==> src/rtl/noc_link_pkg.sv <==
// Shared types and helpers for the credit-based NoC link receiver.
// Flit/dest widths are fixed here so the stored entry layout is one definition.
package noc_link_pkg;

  localparam int FLIT_WIDTH  = 128;
  localparam int TID_WIDTH   = 2;
  localparam int TDEST_WIDTH = 4;
  localparam int DEST_WIDTH  = TDEST_WIDTH + TID_WIDTH;

  typedef enum logic {HEAD, BODY} rx_state_t;

  typedef struct packed {
    logic [FLIT_WIDTH-1:0] data;
    logic [DEST_WIDTH-1:0] dest;
    logic                  is_tail;
  } flit_entry_t;

  // dest is packed as {tid, tdest}
  function automatic logic [TID_WIDTH-1:0] get_tid(input logic [DEST_WIDTH-1:0] dest);
    return dest[DEST_WIDTH-1:TDEST_WIDTH];
  endfunction

  function automatic logic [TDEST_WIDTH-1:0] get_tdest(input logic [DEST_WIDTH-1:0] dest);
    return dest[TDEST_WIDTH-1:0];
  endfunction

endpackage

==> src/rtl/noc_flit_fifo.sv <==
// Circular flit buffer of DEPTH entries (any depth >= 1) with a fall-through head.
// A push while full is accepted only when a pop frees the slot in the same cycle.
module noc_flit_fifo
  import noc_link_pkg::*;
#(
  parameter  int DEPTH = 2,
  localparam int PTR_W = (DEPTH > 1) ? $clog2(DEPTH) : 1,
  localparam int CNT_W = $clog2(DEPTH + 1)
) (
  input  logic             clk_i,
  input  logic             rst_ni,
  input  logic             push_i,
  input  logic             pop_i,
  input  flit_entry_t      wdata_i,
  output flit_entry_t      rdata_o,
  output logic             full_o,
  output logic             empty_o,
  output logic [CNT_W-1:0] count_o
);

  flit_entry_t      mem_q [DEPTH];
  logic [PTR_W-1:0] wr_ptr_q, wr_ptr_d;
  logic [PTR_W-1:0] rd_ptr_q, rd_ptr_d;
  logic [CNT_W-1:0] count_q, count_d;
  logic             do_push, do_pop;

  function automatic logic [PTR_W-1:0] ptr_inc(input logic [PTR_W-1:0] ptr);
    return (ptr == PTR_W'(DEPTH - 1)) ? '0 : ptr + 1'b1;
  endfunction

  assign empty_o = (count_q == '0);
  assign full_o  = (count_q == CNT_W'(DEPTH));
  assign do_pop  = pop_i && !empty_o;
  assign do_push = push_i && (!full_o || do_pop);

  always_comb begin
    wr_ptr_d = do_push ? ptr_inc(wr_ptr_q) : wr_ptr_q;
    rd_ptr_d = do_pop  ? ptr_inc(rd_ptr_q) : rd_ptr_q;
    count_d  = count_q;
    case ({do_push, do_pop})
      2'b10:   count_d = count_q + 1'b1;
      2'b01:   count_d = count_q - 1'b1;
      default: count_d = count_q;
    endcase
  end

  always_ff @(posedge clk_i or negedge rst_ni) begin
    if (!rst_ni) begin
      wr_ptr_q <= '0;
      rd_ptr_q <= '0;
      count_q  <= '0;
    end else begin
      wr_ptr_q <= wr_ptr_d;
      rd_ptr_q <= rd_ptr_d;
      count_q  <= count_d;
    end
  end

  // Storage carries no reset; validity is tracked by count_q alone.
  always_ff @(posedge clk_i) begin
    if (do_push) mem_q[wr_ptr_q] <= wdata_i;
  end

  assign rdata_o = mem_q[rd_ptr_q];
  assign count_o = count_q;

endmodule

==> src/rtl/noc_link_rx.sv <==
// Credit-based NoC link receiver presenting buffered flits as an AXI-Stream master.
// Define NOC_LINK_RX_CHECK_EN to build the sticky overflow / dest-change error flags.
module noc_link_rx
  import noc_link_pkg::*;
#(
  parameter int BUFFER_DEPTH  = 2,
  parameter int PKT_CNT_WIDTH = 16
) (
  input  logic                     clk_noc,
  input  logic                     rst_n,
  input  logic [FLIT_WIDTH-1:0]    data_in,
  input  logic [DEST_WIDTH-1:0]    dest_in,
  input  logic                     is_tail_in,
  input  logic                     send_in,
  output logic                     credit_out,
  output logic                     axis_out_tvalid,
  input  logic                     axis_out_tready,
  output logic [FLIT_WIDTH-1:0]    axis_out_tdata,
  output logic                     axis_out_tlast,
  output logic [TID_WIDTH-1:0]     axis_out_tid,
  output logic [TDEST_WIDTH-1:0]   axis_out_tdest,
  output logic [PKT_CNT_WIDTH-1:0] pkt_count,
  output logic                     err_overflow,
  output logic                     err_dest_change
);

  localparam int CNT_W = $clog2(BUFFER_DEPTH + 1);

  flit_entry_t              wr_entry, head;
  logic                     fifo_full, fifo_empty, pop;
  logic [CNT_W-1:0]         unused_count;
  logic                     credit_q;
  rx_state_t                state_q, state_d;
  logic                     pkt_inc;
  logic [PKT_CNT_WIDTH-1:0] pkt_count_q;

  assign wr_entry = '{data: data_in, dest: dest_in, is_tail: is_tail_in};

  noc_flit_fifo #(.DEPTH(BUFFER_DEPTH)) u_fifo (
    .clk_i   (clk_noc),
    .rst_ni  (rst_n),
    .push_i  (send_in),
    .pop_i   (pop),
    .wdata_i (wr_entry),
    .rdata_o (head),
    .full_o  (fifo_full),
    .empty_o (fifo_empty),
    .count_o (unused_count)
  );

  assign axis_out_tvalid = !fifo_empty;
  assign pop             = axis_out_tvalid && axis_out_tready;
  assign axis_out_tdata  = head.data;
  assign axis_out_tlast  = head.is_tail;
  assign axis_out_tid    = get_tid(head.dest);
  assign axis_out_tdest  = get_tdest(head.dest);

  // Framing only moves when a beat is actually consumed downstream.
  always_comb begin
    state_d = state_q;
    pkt_inc = 1'b0;
    if (pop) begin
      case (state_q)
        HEAD: begin
          if (head.is_tail) pkt_inc = 1'b1;
          else              state_d = BODY;
        end
        BODY: begin
          if (head.is_tail) begin
            pkt_inc = 1'b1;
            state_d = HEAD;
          end
        end
        default: state_d = HEAD;
      endcase
    end
  end

  always_ff @(posedge clk_noc or negedge rst_n) begin
    if (!rst_n) begin
      credit_q    <= 1'b0;
      state_q     <= HEAD;
      pkt_count_q <= '0;
    end else begin
      credit_q    <= pop;
      state_q     <= state_d;
      if (pkt_inc) pkt_count_q <= pkt_count_q + 1'b1;
    end
  end

  assign credit_out = credit_q;
  assign pkt_count  = pkt_count_q;

`ifdef NOC_LINK_RX_CHECK_EN
  logic                  overflow_q;
  logic                  dest_chg_q;
  logic [DEST_WIDTH-1:0] head_dest_q;
  logic                  dropped;

  assign dropped = send_in && fifo_full && !pop;

  always_ff @(posedge clk_noc or negedge rst_n) begin
    if (!rst_n) begin
      overflow_q  <= 1'b0;
      dest_chg_q  <= 1'b0;
      head_dest_q <= '0;
    end else begin
      if (dropped) overflow_q <= 1'b1;
      if (pop && state_q == HEAD) head_dest_q <= head.dest;
      if (pop && state_q == BODY && head.dest != head_dest_q) dest_chg_q <= 1'b1;
    end
  end

  assign err_overflow    = overflow_q;
  assign err_dest_change = dest_chg_q;
`else
  logic unused_full;
  assign unused_full     = fifo_full;
  assign err_overflow    = 1'b0;
  assign err_dest_change = 1'b0;
`endif

endmodule

==> config.mk <==
export PLATFORM = sky130hd
export DESIGN_NAME = noc_link_rx
export DESIGN_NICKNAME = d
export VERILOG_FILES = /design/src/rtl/noc_link_pkg.sv /design/src/rtl/noc_flit_fifo.sv /design/src/rtl/noc_link_rx.sv
export SDC_FILE = /design/constraint.sdc
export NUM_CORES = 1
export LEC_CHECK = 0
export ABC_AREA = 1
export BUFFER_PORTS_ARGS = -buffer_cell sky130_fd_sc_hd__buf_2
export CORE_AREA = 2 2 191 193
export DETAILED_ROUTE_END_ITERATION = 8
export DIE_AREA = 0 0 193 195
export MAX_ROUTING_LAYER = met4
export PLACE_DENSITY = 0.55
export SETUP_SLACK_MARGIN = 0.5
export SLEW_MARGIN = 20
export SYNTH_ARGS = -nofsm -noshare
export SYNTH_HDL_FRONTEND = slang
export SYNTH_SLANG_ARGS = --single-unit
==> constraint.sdc <==
create_clock -name clk_noc -period 11.4 [get_ports clk_noc]
set_input_delay 1.71 -clock clk_noc [delete_from_list [all_inputs] [get_ports clk_noc]]
set_output_delay 1.71 -clock clk_noc [all_outputs]
set_load 0.01 [all_outputs]
==> results of run 1 <==
## worst paths after layout
| check | cells after the start | end | startpoint | slack [ns] |
|---|---|---|---|---|
| max in group asynchronous | 1 | u_fifo.rd_ptr_q$_DFFE_PN0N_ | rst_n | 9.88 |
| min reg2reg | 1 | pkt_count[7]$_DFFE_PN0P_ | pkt_count[7]$_DFFE_PN0P_ | 0.53 |
| min in group asynchronous | 1 | pkt_count[6]$_DFFE_PN0P_ | rst_n | 1.15 |
| max reg2reg | 5 | u_fifo.mem_q[0][58]$_DFFE_PP_ | u_fifo.count_o[1]$_DFFE_PN0P_ | 7.95 |
| min | 1 | pkt_count[7]$_DFFE_PN0P_ | pkt_count[7]$_DFFE_PN0P_ | 0.53 |
| max | 3 | axis_out_tdata[96] | u_fifo.rd_ptr_q$_DFFE_PN0N_ | 6.54 |
## per-stage QoR
stage | utilization, % | cell area (um^2)
floorplan | - | 10930
global placement | 36.45 | 12900
detailed placement | 36.45 | 12900
CTS | 39.69 | 14050
global route | 39.73 | 14060
finish | 39.74 | 14070
## registers in the layout, summed over array words and instances (netlist names)
signal / cells
credit_out: 1
pkt_count: 16
u_fifo.count_o: 2
u_fifo.mem_q: 270
u_fifo.rd_ptr_q: 1
u_fifo.wr_ptr_q: 1
## metal layers
metal	wire length (um)	share of wire, %	up-vias	track usage, %
met1	8863	39	2807	13.45
met2	10990	49	193	19.30
met5	0	0	-	-
li1	-	-	2823	-
met3	2182	9.7	40	5.302
met4	520	2.3	0	4.377
## cell type report
cell class | count | area share [%]
flip-flops and latches | 291 | 61.40
multi-input cells | 250 | 15.05
repair buffers | 295 | 10.66
clock buffers | 43 | 6.884
well taps | 461 | 4.100
clock inverters | 18 | 1.281
inverters | 19 | 0.5070
diodes | 7 | 0.1245
## report_power, final
| group | internal (W) | switching (W) | total (W) |
|---|---|---|---|
| registers | 0.00143 | 0.000109 | 0.00154 |
| logic | 0.000413 | 0.000499 | 0.000912 |
| clock network | 0.000689 | 0.000403 | 0.00109 |
| total | 0.00253 | 0.00101 | 0.00355 |
## worst max-delay path, delay by kind of cell (launching register included)
family	cells	cell delay, ns
buf+inv	2	1.01
flops	1	1.08
mux	1	0.42
## cell families after synthesis
group,Yosys count
flip-flops,291
XOR/XNOR,9
AND/OR/NAND/NOR,97
buffers and inverters,37
adder cells (fa/ha/maj),1
AO/OA/AOI/OAI,7
multiplexers,134
other,1
## cells in the final DEF (no fill, tap or decap), types with 5 or more instances in the layout
| cell | n |
|---|---|
| buf_2 | 291 |
| nand2_1 | 58 |
| inv_1 | 14 |
| diode_2 | 7 |
| clkinv_2 | 6 |
| nor2_1 | 17 |
| clkbuf_16 | 37 |
| clkinv_1 | 9 |
| mux2_2 | 134 |
| nand3_1 | 7 |
| xor2_1 | 5 |
| edfxtp_1 | 270 |
| dfrtp_1 | 20 |
==> run metrics, run 1 <==
worst slack, placed=6.429 ns; leading area contributor after synthesis=edfxtp_1; CP Cell Sequence=buf_4, mux2_2, buf_2; post-synthesis async set-or-reset flop share=7.216%; Initial DRT Pass Iterations=4; post-synthesis cell count=577; cts repair resizes=0; Final Total Pwr=0.003546 W; DRC viols=0; Final setup viols=0; critical path's slowest cell=dfrtp_4; initial antenna violation count=6; largest family of logic cells by synthesized area=multiplexers; min Tclk post-route=4.864 ns; port bufs=291; post-synth top area share=74.24%; area of the multi-input gates=2117 um^2; post-synthesis mux area share=13.82%; synth cell count leaders=270 x edfxtp_1, 134 x mux2_2, 58 x nand2_1, 21 x dfrtp_1, 19 x nor2_1; max cap viols=0; share of layout cells above drive strength 1=54.04%; Leak=5.426 nW; CP Class=flip-flop to output port; pwr dens=252.1 nW/um^2; global-route wire length before repair=33500 um; ys flop type=edfxtp_1; Final Hold Fails=0; Cell variety after synth=26; Synth Area in Adders=0.1146%; CP Capture Type=output port; die width=193 um; Nets=1031; Compound-Gate Fraction of Synth Area=0.3895%; clock root buffer=clkbuf_16; Worst Setup Start Kind=flip-flop; final period utilization=42.66%; antenna-violating nets left=0; syn_area_per_cell=18.93 um^2; FILL cells=3332; Peak VDD IR=132.1 uV; CP Max Fanout=70; RSZ-0062 raised after global routing=no; final setup TNS=0 ns; Hold Crit Class=flip-flop to flip-flop; Synth Area in XOR/XNOR=0.8592%; Synth Area in Simple Gates=3.998%; Hold Slack=0.5302 ns; fin cells=1384; clock sinks=291; worst path required time=9.69 ns; register bit count reported by yosys=291; GRT Total Usage=12.11%; largest net degree at the start of global routing=137; via count=5863; dpl cells=1316; Achievable Freq=0.2056 GHz; final setup margin=6.536 ns; vias in the first global route=6029; register cell area after layout=8637 um^2; cts hold-fix bufs=0; Worst-Margin Slew=1.057 ns; vias per cell=4.236; Max-slew headroom=29.50%; clock skew=0.01995 ns; area of the mapped netlist=10920 um^2; Post-synth EDFFs=270; Area Growth Syn to Fin=28.80%; Num CTS Buffers=34; core area=35400 um^2; Ports=294; run status=finished clean; die area=37640 um^2; Std-Cell Rows=69; WP data arrival=3.15 ns; H-tree depth=2; CTS tree=built; count leader, synth=edfxtp_1; Die Ht=195 um; Overflow after GRT=0; register area share after synthesis=79.05%; initial DRC count=219; Initial Utilization=30.86%; Placer Congestion=0.7378; clk slew on worst S/H paths=0.06 ns; Worst-Skew Late Latency=0.51 ns; synth top area cells=edfxtp_1 74%, mux2_2 14%, dfrtp_1 4.8%, nand2_1 2.0%, nor2_1 0.65%; Post-DP HPWL=14480 um; post-CTS setup buffer count=0; Clock Tree Buf Depth=3; WL/cell=16.30 um; YS warnings=0; Routed WL=22550 um; CP peak stage delay=1.08 ns; max-slew violations=0
(Power assumes the default switching activity.)
==> run 2, diff against run 1 <==
==> constraint.sdc (replaced) <==
create_clock -name clk_noc -period 4.8 [get_ports clk_noc]
set_input_delay 0.72 -clock clk_noc [delete_from_list [all_inputs] [get_ports clk_noc]]
set_output_delay 0.72 -clock clk_noc [all_outputs]
set_load 0.01 [all_outputs]
==> run metrics, run 2 (same netlist as run 1, synthesis figures left out) <==
Ports=294; Std-Cell Rows=69; clock skew=0.01985 ns; CP Class=flip-flop to output port; met3 Resource Use GR=4.008%; Worst-Skew Late Latency=0.56 ns; Worst Setup Start Kind=flip-flop; core area=35400 um^2; final period utilization=68.43%; register cell area after layout=8637 um^2; post-CTS setup buffer count=0; Most flops, register=u_fifo.mem_q; GRT Total Usage=11.99%; clock sinks=291; antenna-violating nets left=0; initial antenna violation count=3; Hold Crit Class=input port to async pin; CP Capture Type=output port; Top Usage Layer GRT=met2; RSZ-0062 raised after global routing=no; WP data arrival=2.56 ns; Initial Utilization=30.86%; Nets=1031; cts hold-fix bufs=0; global routing usage on met2=19.89%; Area Growth Syn to Fin=26.72%; DRC viols=0; critical path's slowest cell=dfrtp_4; CP Max Fanout=59; Die Ht=195 um; Overflow after GRT=0; final setup TNS=0 ns; commonest non-fill, non-tap cell in the layout=buf_2; CP Cell Sequence=buf_12, mux2_2, buf_2; via count=5900; max-slew violations=0; Initial DRT Pass Iterations=4; CP peak stage delay=0.99 ns; Max-slew headroom=41.31%; Clock Tree Buf Depth=3; Placer Congestion=0.7480; clk slew on worst S/H paths=0.06 ns; Levels on crit path=3; FILL cells=3376; min Tclk post-route=3.285 ns; largest net degree at the start of global routing=84; Routed WL=22660 um; WL/cell=16.51 um; share of layout cells above drive strength 1=53.47%; Leak=5.306 nW; Peak VDD IR=340.2 uV; run status=finished clean; port bufs=291; initial DRC count=209; dpl cells=1319; Final Core Density=39.10%; Achievable Freq=0.3044 GHz; max FFs per register=270; die width=193 um; Final Total Pwr=0.007969 W; grt met1 use=13.64%; worst path required time=4.08 ns; vias per cell=4.297; Worst-Margin Slew=0.8804 ns; Num CTS Buffers=31; Final setup viols=0; fin cells=1373; Post-DP HPWL=15140 um; commonest cells after routing, fill and taps aside=291 x buf_2, 270 x edfxtp_1, 134 x mux2_2; H-tree depth=1; max cap viols=0; global-route wire length before repair=33710 um; Final Hold Fails=0; die area=37640 um^2; cts repair resizes=0; area of the multi-input gates=2117 um^2; vias in the first global route=6193; Buf+Inv Stages, Crit Path=2; CTS tree=built; Top Family by Delay on Critical Path=flip-flops; clock root buffer=clkbuf_16; r2r worst-path depth=5; pwr dens=575.8 nW/um^2
==> run 2: final cells by class <==
type / count / share of cell area, %
Tap cell: 461 / 4.168
Antenna cell: 3 / 0.05424
Clock inverter: 13 / 0.6781
Multi-Input combinational cell: 250 / 15.30
Timing Repair Buffer: 298 / 11.08
Inverter: 19 / 0.5153
Clock buffer: 38 / 5.795
Sequential cell: 291 / 62.41
==> run 2: metrics by stage <==
step | cell area (um^2) | hold WS [ns] | setup slack, ns
2_1_floorplan | 10930 | 0.4244 | -0.2517
3_3_place_gp | 12940 | 0.5076 | 2.025
3_5_place_dp | 12940 | 0.5177 | 2.009
4_1_cts | 13830 | 0.1158 | 1.402
5_1_grt | 13840 | 0.1548 | 1.334
6_report | 13840 | 0.1276 | 1.515
==> run 2: worst paths after layout <==
kind / start / to / slack [ns]
worst max-delay path: u_fifo.rd_ptr_q$_DFFE_PN0N_ / axis_out_tdata[117] / 1.52
min in group clk_noc: data_in[73] / u_fifo.mem_q[0][80]$_DFFE_PP_ / 0.34
worst min register to register: pkt_count[7]$_DFFE_PN0P_ / pkt_count[7]$_DFFE_PN0P_ / 0.53
worst max register to register: u_fifo.rd_ptr_q$_DFFE_PN0N_ / pkt_count[12]$_DFFE_PN0P_ / 2.58
worst min-delay path: rst_n / pkt_count[10]$_DFFE_PN0P_ / 0.13
max in group asynchronous: rst_n / u_fifo.rd_ptr_q$_DFFE_PN0N_ / 4.29
==> run 2: layer usage <==
layer	vias up	routed length [um]
met5	-	0
met1	2865	9043
met2	197	11120
li1	2800	-
met3	38	1971
met4	0	524
==> run 2: report_power, final <==
group	internal [W]	switching [W]
registers	0.00340	0.000250
clock network	0.00122	0.000909
logic	0.000997	0.00119
